<file path="config.mk">
export PLATFORM = sky130hd
export DESIGN_NAME = dmux16_stream
export DESIGN_NICKNAME = d
export VERILOG_FILES = /design/src/rtl/dmux16_pkg.sv /design/src/rtl/dmux16_slot.sv /design/src/rtl/dmux16_stream.sv
export SDC_FILE = /design/constraint.sdc
export NUM_CORES = 1
export LEC_CHECK = 0
export BUFFER_PORTS_ARGS = -buffer_cell sky130_fd_sc_hd__buf_2
export CORE_UTILIZATION = 54
export DETAILED_ROUTE_END_ITERATION = 6
export PLACE_DENSITY = 0.82
export RECOVER_POWER = 50
export SLEW_MARGIN = 20
export SYNTH_ARGS = -nofsm -noshare
export SYNTH_HDL_FRONTEND = slang
export SYNTH_SLANG_ARGS = --single-unit
</file>
<file path="constraint.sdc">
create_clock -name clk -period 2.5 [get_ports clk]
set_clock_uncertainty 0.2 [all_clocks]
set_input_delay 0.25 -clock clk [delete_from_list [all_inputs] [get_ports clk]]
set_output_delay 0.25 -clock clk [all_outputs]
set_load 0.03 [all_outputs]
</file>
<file path="src/rtl/dmux16_pkg.sv">
// Shared constants for the 16-bit two-way stream demultiplexer.
package dmux16_pkg;

    localparam int unsigned WIDTH_DEF   = 16;
    localparam int unsigned COUNT_W_DEF = 8;

    localparam logic SEL_A = 1'b0;
    localparam logic SEL_B = 1'b1;

endpackage : dmux16_pkg

</file>
<file path="src/rtl/dmux16_slot.sv">
// One output port: single-entry holding register with valid/ready drain
// and a saturating count of delivered words.
module dmux16_slot
    import dmux16_pkg::*;
#(
    parameter int unsigned WIDTH   = WIDTH_DEF,
    parameter int unsigned COUNT_W = COUNT_W_DEF
) (
    input  logic               clk,
    input  logic               rst_n,
    input  logic               load,
    input  logic [WIDTH-1:0]   load_data,
    input  logic               ready,
    input  logic               cnt_clr,
    output logic               valid,
    output logic [WIDTH-1:0]   data,
    output logic [COUNT_W-1:0] count,
    output logic               free
);

    localparam logic [COUNT_W-1:0] CNT_MAX = '1;

    logic deliver;

    assign deliver = valid && ready;
    // Slot can take a word when empty or when its current word leaves this edge.
    assign free    = !valid || ready;

    // Holding register; a load on a draining edge keeps valid high.
    always_ff @(posedge clk) begin
        if (!rst_n) begin
            valid <= 1'b0;
            data  <= '0;
        end else if (load) begin
            valid <= 1'b1;
            data  <= load_data;
        end else if (deliver) begin
            valid <= 1'b0;
        end
    end

    // Delivered-word counter; clear takes priority over increment.
    always_ff @(posedge clk) begin
        if (!rst_n) begin
            count <= '0;
        end else if (cnt_clr) begin
            count <= '0;
        end else if (deliver && (count != CNT_MAX)) begin
            count <= count + COUNT_W'(1);
        end
    end

endmodule : dmux16_slot

</file>
<file path="src/rtl/dmux16_stream.sv">
// Registered 16-bit 1-to-2 stream demultiplexer: steers each accepted word
// to port a or port b, each port with its own holding slot and counter.
module dmux16_stream
    import dmux16_pkg::*;
#(
    parameter int unsigned WIDTH   = WIDTH_DEF,
    parameter int unsigned COUNT_W = COUNT_W_DEF
) (
    input  logic               clk,
    input  logic               rst_n,
    input  logic [WIDTH-1:0]   in_data,
    input  logic               in_sel,
    input  logic               in_valid,
    output logic               in_ready,
    output logic [WIDTH-1:0]   a_data,
    output logic               a_valid,
    input  logic               a_ready,
    output logic [WIDTH-1:0]   b_data,
    output logic               b_valid,
    input  logic               b_ready,
    input  logic               cnt_clr,
    output logic [COUNT_W-1:0] a_count,
    output logic [COUNT_W-1:0] b_count
);

    logic free_a;
    logic free_b;
    logic accept;
    logic load_a;
    logic load_b;

    // Readiness looks only at the selected port so a stalled port never blocks the other.
    assign in_ready = rst_n && ((in_sel == SEL_B) ? free_b : free_a);
    assign accept   = in_valid && in_ready;
    assign load_a   = accept && (in_sel == SEL_A);
    assign load_b   = accept && (in_sel == SEL_B);

    dmux16_slot #(
        .WIDTH   (WIDTH),
        .COUNT_W (COUNT_W)
    ) u_slot_a (
        .clk       (clk),
        .rst_n     (rst_n),
        .load      (load_a),
        .load_data (in_data),
        .ready     (a_ready),
        .cnt_clr   (cnt_clr),
        .valid     (a_valid),
        .data      (a_data),
        .count     (a_count),
        .free      (free_a)
    );

    dmux16_slot #(
        .WIDTH   (WIDTH),
        .COUNT_W (COUNT_W)
    ) u_slot_b (
        .clk       (clk),
        .rst_n     (rst_n),
        .load      (load_b),
        .load_data (in_data),
        .ready     (b_ready),
        .cnt_clr   (cnt_clr),
        .valid     (b_valid),
        .data      (b_data),
        .count     (b_count),
        .free      (free_b)
    );

endmodule : dmux16_stream

</file>
==> results.sh <==
export IMPL_layout_nets=345
export IMPL_std_cell_rows=23
export IMPL_drv_slew=0
export IMPL_final_cells=371
export IMPL_antenna_found_initial=0
export IMPL_ys_seq_elements=50
export IMPL_hold_viol=0
export IMPL_viasPerCell=5.18
export IMPL_use_met1_pct=28.7
export IMPL_synth_commonest_cells="62 x nand2_1, 50 x dfxtp_1, 17 x a21boi_1"
export IMPL_chipWidth_um=66.4
export IMPL_post_cts_resized=0
export IMPL_grt_max_degree=37
export IMPL_cts_tree="built"
export IMPL_finalCriticalPeriod_ns=1.86
export IMPL_worstPathRequired_ns=2.05
export IMPL_clk_pin_slew_ns=0.08
export IMPL_drt_pass1_iter_count=6
export IMPL_drt_total_wl_mm=4.69
export IMPL_max_vdd_ir_drop_v=0.000458
export IMPL_synth_seq_area_share_pct=44.7
export IMPL_tns_ns=0
export IMPL_drive_above_1_share_pct=21.5
export IMPL_yosysMostFrequentCell="nand2_1"
export IMPL_cts_inserted_buffers=5
export IMPL_synth_top_cell_by_area="dfxtp_1"
export IMPL_gr_total_overflow=0
export IMPL_clk_latency_ns=0.29
export IMPL_synth_top_cells_by_area="dfxtp_1 45%, nand2_1 10%, a21boi_2 7.5%"
export IMPL_netlist_area_mm2=0.00224
export IMPL_violations="design-rule violations"
export IMPL_setup_viol=0
export IMPL_synth_top_area_share_pct=44.7
export IMPL_rsz0062_at_grt="no"
export IMPL_synth_edf_count=0
export IMPL_worstSetupPathType="reg2out"
export IMPL_grt_pass1_vias=1707
export IMPL_via_count=1923
export IMPL_cts_max_path_buffers=2
export IMPL_cts_root_buf="clkbuf_8"
export IMPL_async_reset_ff_share_pct=0
export IMPL_drv_cap=0
export IMPL_die_h_um=66.4
export IMPL_die_area_mm2=0.00441
export IMPL_post_synth_cell_area_avg_um2=9.44
export IMPL_setup_ws_ns=0.641
export IMPL_cp_arrival_ns=1.41
export IMPL_cts_num_sinks=50
export IMPL_core_mm2=0.00400
export IMPL_met3_usage_pct=5.34
export IMPL_synth_nets=262
export IMPL_start_util_pct=56.0
export IMPL_tightest_slew_ns=0.731
export IMPL_outcome="complete, but fails checks"
export IMPL_cp_end_kind="output port"
export IMPL_place_ws_ns=0.701
export IMPL_maxSlewHeadroom_pct=51.3
export IMPL_place_gp_congestion=0.786
export IMPL_ioPinCount=74
export IMPL_cts_htree_levels=2
export IMPL_power_density_mw_per_mm2=535
export IMPL_synth_flop_cell="dfxtp_1"
export IMPL_syn_inst=237
export IMPL_place_hpwl_mm=3.28
export IMPL_grt_pass1_wl_mm=7.68
export IMPL_grtUsageTotal_pct=23.2
export IMPL_yosys_cell_types_count=46
export IMPL_fin_area_mm2=0.00274
export IMPL_path_max_fanout=4
export IMPL_wl_per_cell_um=12.6
export IMPL_antenna_cells=0
export IMPL_yosysWarnings=0
export IMPL_post_route_period_util_pct=74.4
export IMPL_drt_iter0_markers=87
export IMPL_met2_usage_pct=38.8
export IMPL_critPathLaunchType="register"
export IMPL_grt_busiest_layer="met2"
export IMPL_drcViolationCount=2
export IMPL_fill_cells=352
export IMPL_io_buffers=73
export IMPL_clock_fmax_ghz=0.538
export IMPL_place_area_mm2=0.00259
export IMPL_dp_cells=351
export IMPL_holdCritPathClass="in2reg"
export IMPL_syn_to_final_growth_pct=22.4
export IMPL_power_leakage_nw=0.950
export IMPL_detail_route_antenna_nets=0
## layout make-up
type | instances | area, um^2 | area share (%)
Clock buffer | 7 | 86.3 | 3.15
Clock inverter | 1 | 5.00 | 0.183
Inverter | 2 | 7.51 | 0.274
Multi-Input combinational cell | 174 | 1140 | 41.5
Sequential cell | 50 | 1000 | 36.5
Tap cell | 50 | 62.6 | 2.28
Timing Repair Buffer | 87 | 439 | 16.0
## cells in the final DEF, fill, tap and decap left out, types with 2 or more instances in the layout
cell type	instances
and2_1	2
dlygate4sd3_1	12
buf_2	24
clkbuf_8	6
nand2_1	62
a2111oi_2	2
inv_1	2
nand2_2	10
a21boi_1	17
or3_1	2
nand4_1	2
nor2_1	10
nor2b_2	2
o21a_1	3
nand3_1	5
mux2i_1	3
ha_1	2
dfxtp_1	50
clkbuf_1	50
buf_4	2
nor3_1	3
xor2_1	2
a21oi_1	4
a21boi_2	15
o211ai_1	2
or4_1	3
xnor2_1	5
## timing repair
item                                    4_1_cts  5_1_grt
hold endpoints to repair                     13        0
buffers inserted                              0        0
endpoints found under the setup margin        0        0
hold buffers                                 12        0
## registers in the layout (all words and copies together) (netlist names)
| signal | count |
|---|---|
| u_slot_b.count | 8 |
| u_slot_a.valid | 1 |
| u_slot_a.data | 16 |
| u_slot_a.count | 8 |
| u_slot_b.data | 16 |
| u_slot_b.valid | 1 |
## cell families after synthesis
kind of cell / Yosys count / synth area share (%)
AND/OR/NAND/NOR: 112 / 25.8
AO/OA/AOI/OAI: 50 / 20.1
flip-flops: 50 / 44.7
buffers and inverters: 13 / 4.19
XOR/XNOR: 7 / 2.74
multiplexers: 3 / 1.34
adder cells (fa/ha/maj): 2 / 1.12
## metrics by stage
stage                     hold WS [ns]  power, mW  utilization (%)
after global placement           0.239       1.00             64.9
after floorplan                  0.185      0.955                -
final                          0.00750       1.47             68.5
after CTS                      0.00108       1.48             70.2
after detailed placement         0.245       1.00             64.9
after global routing           0.00680       1.53             68.5
## routing by layer
layer / wire length [um] / vias up
met1: 2060 / 888
met2: 2320 / 57
met4: 65 / 0
li1: - / 970
met5: 0 / -
met3: 235 / 8
## path summary, 6_finish.rpt
kind	startpoint	to	slack (ns)	cells after the start
worst max-delay path	u_slot_a.valid	in_ready	0.64	4
worst max register to register	u_slot_a.count[0]	u_slot_a.count[3]	0.71	5
worst min register to register	u_slot_a.data[6]	u_slot_a.data[6]	0.26	2
worst min-delay path	in_data[6]	u_slot_a.data[6]	0.007	3
## where the power goes
part	switching (mW)	leakage, nW	internal, mW	total, mW
Sequential	0.0111	0.405	0.814	0.825
Clock	0.248	0.0482	0.224	0.471
Combinational	0.105	0.497	0.0642	0.169
Total	0.364	0.950	1.10	1.47
## worst max-delay path, cell delays in order, from the launching register on
cell	delay, ns
dfxtp_1	0.38
nor2b_2	0.29
mux2i_1	0.10
and2_1	0.18
buf_2	0.18
(Power assumes the default switching activity.)
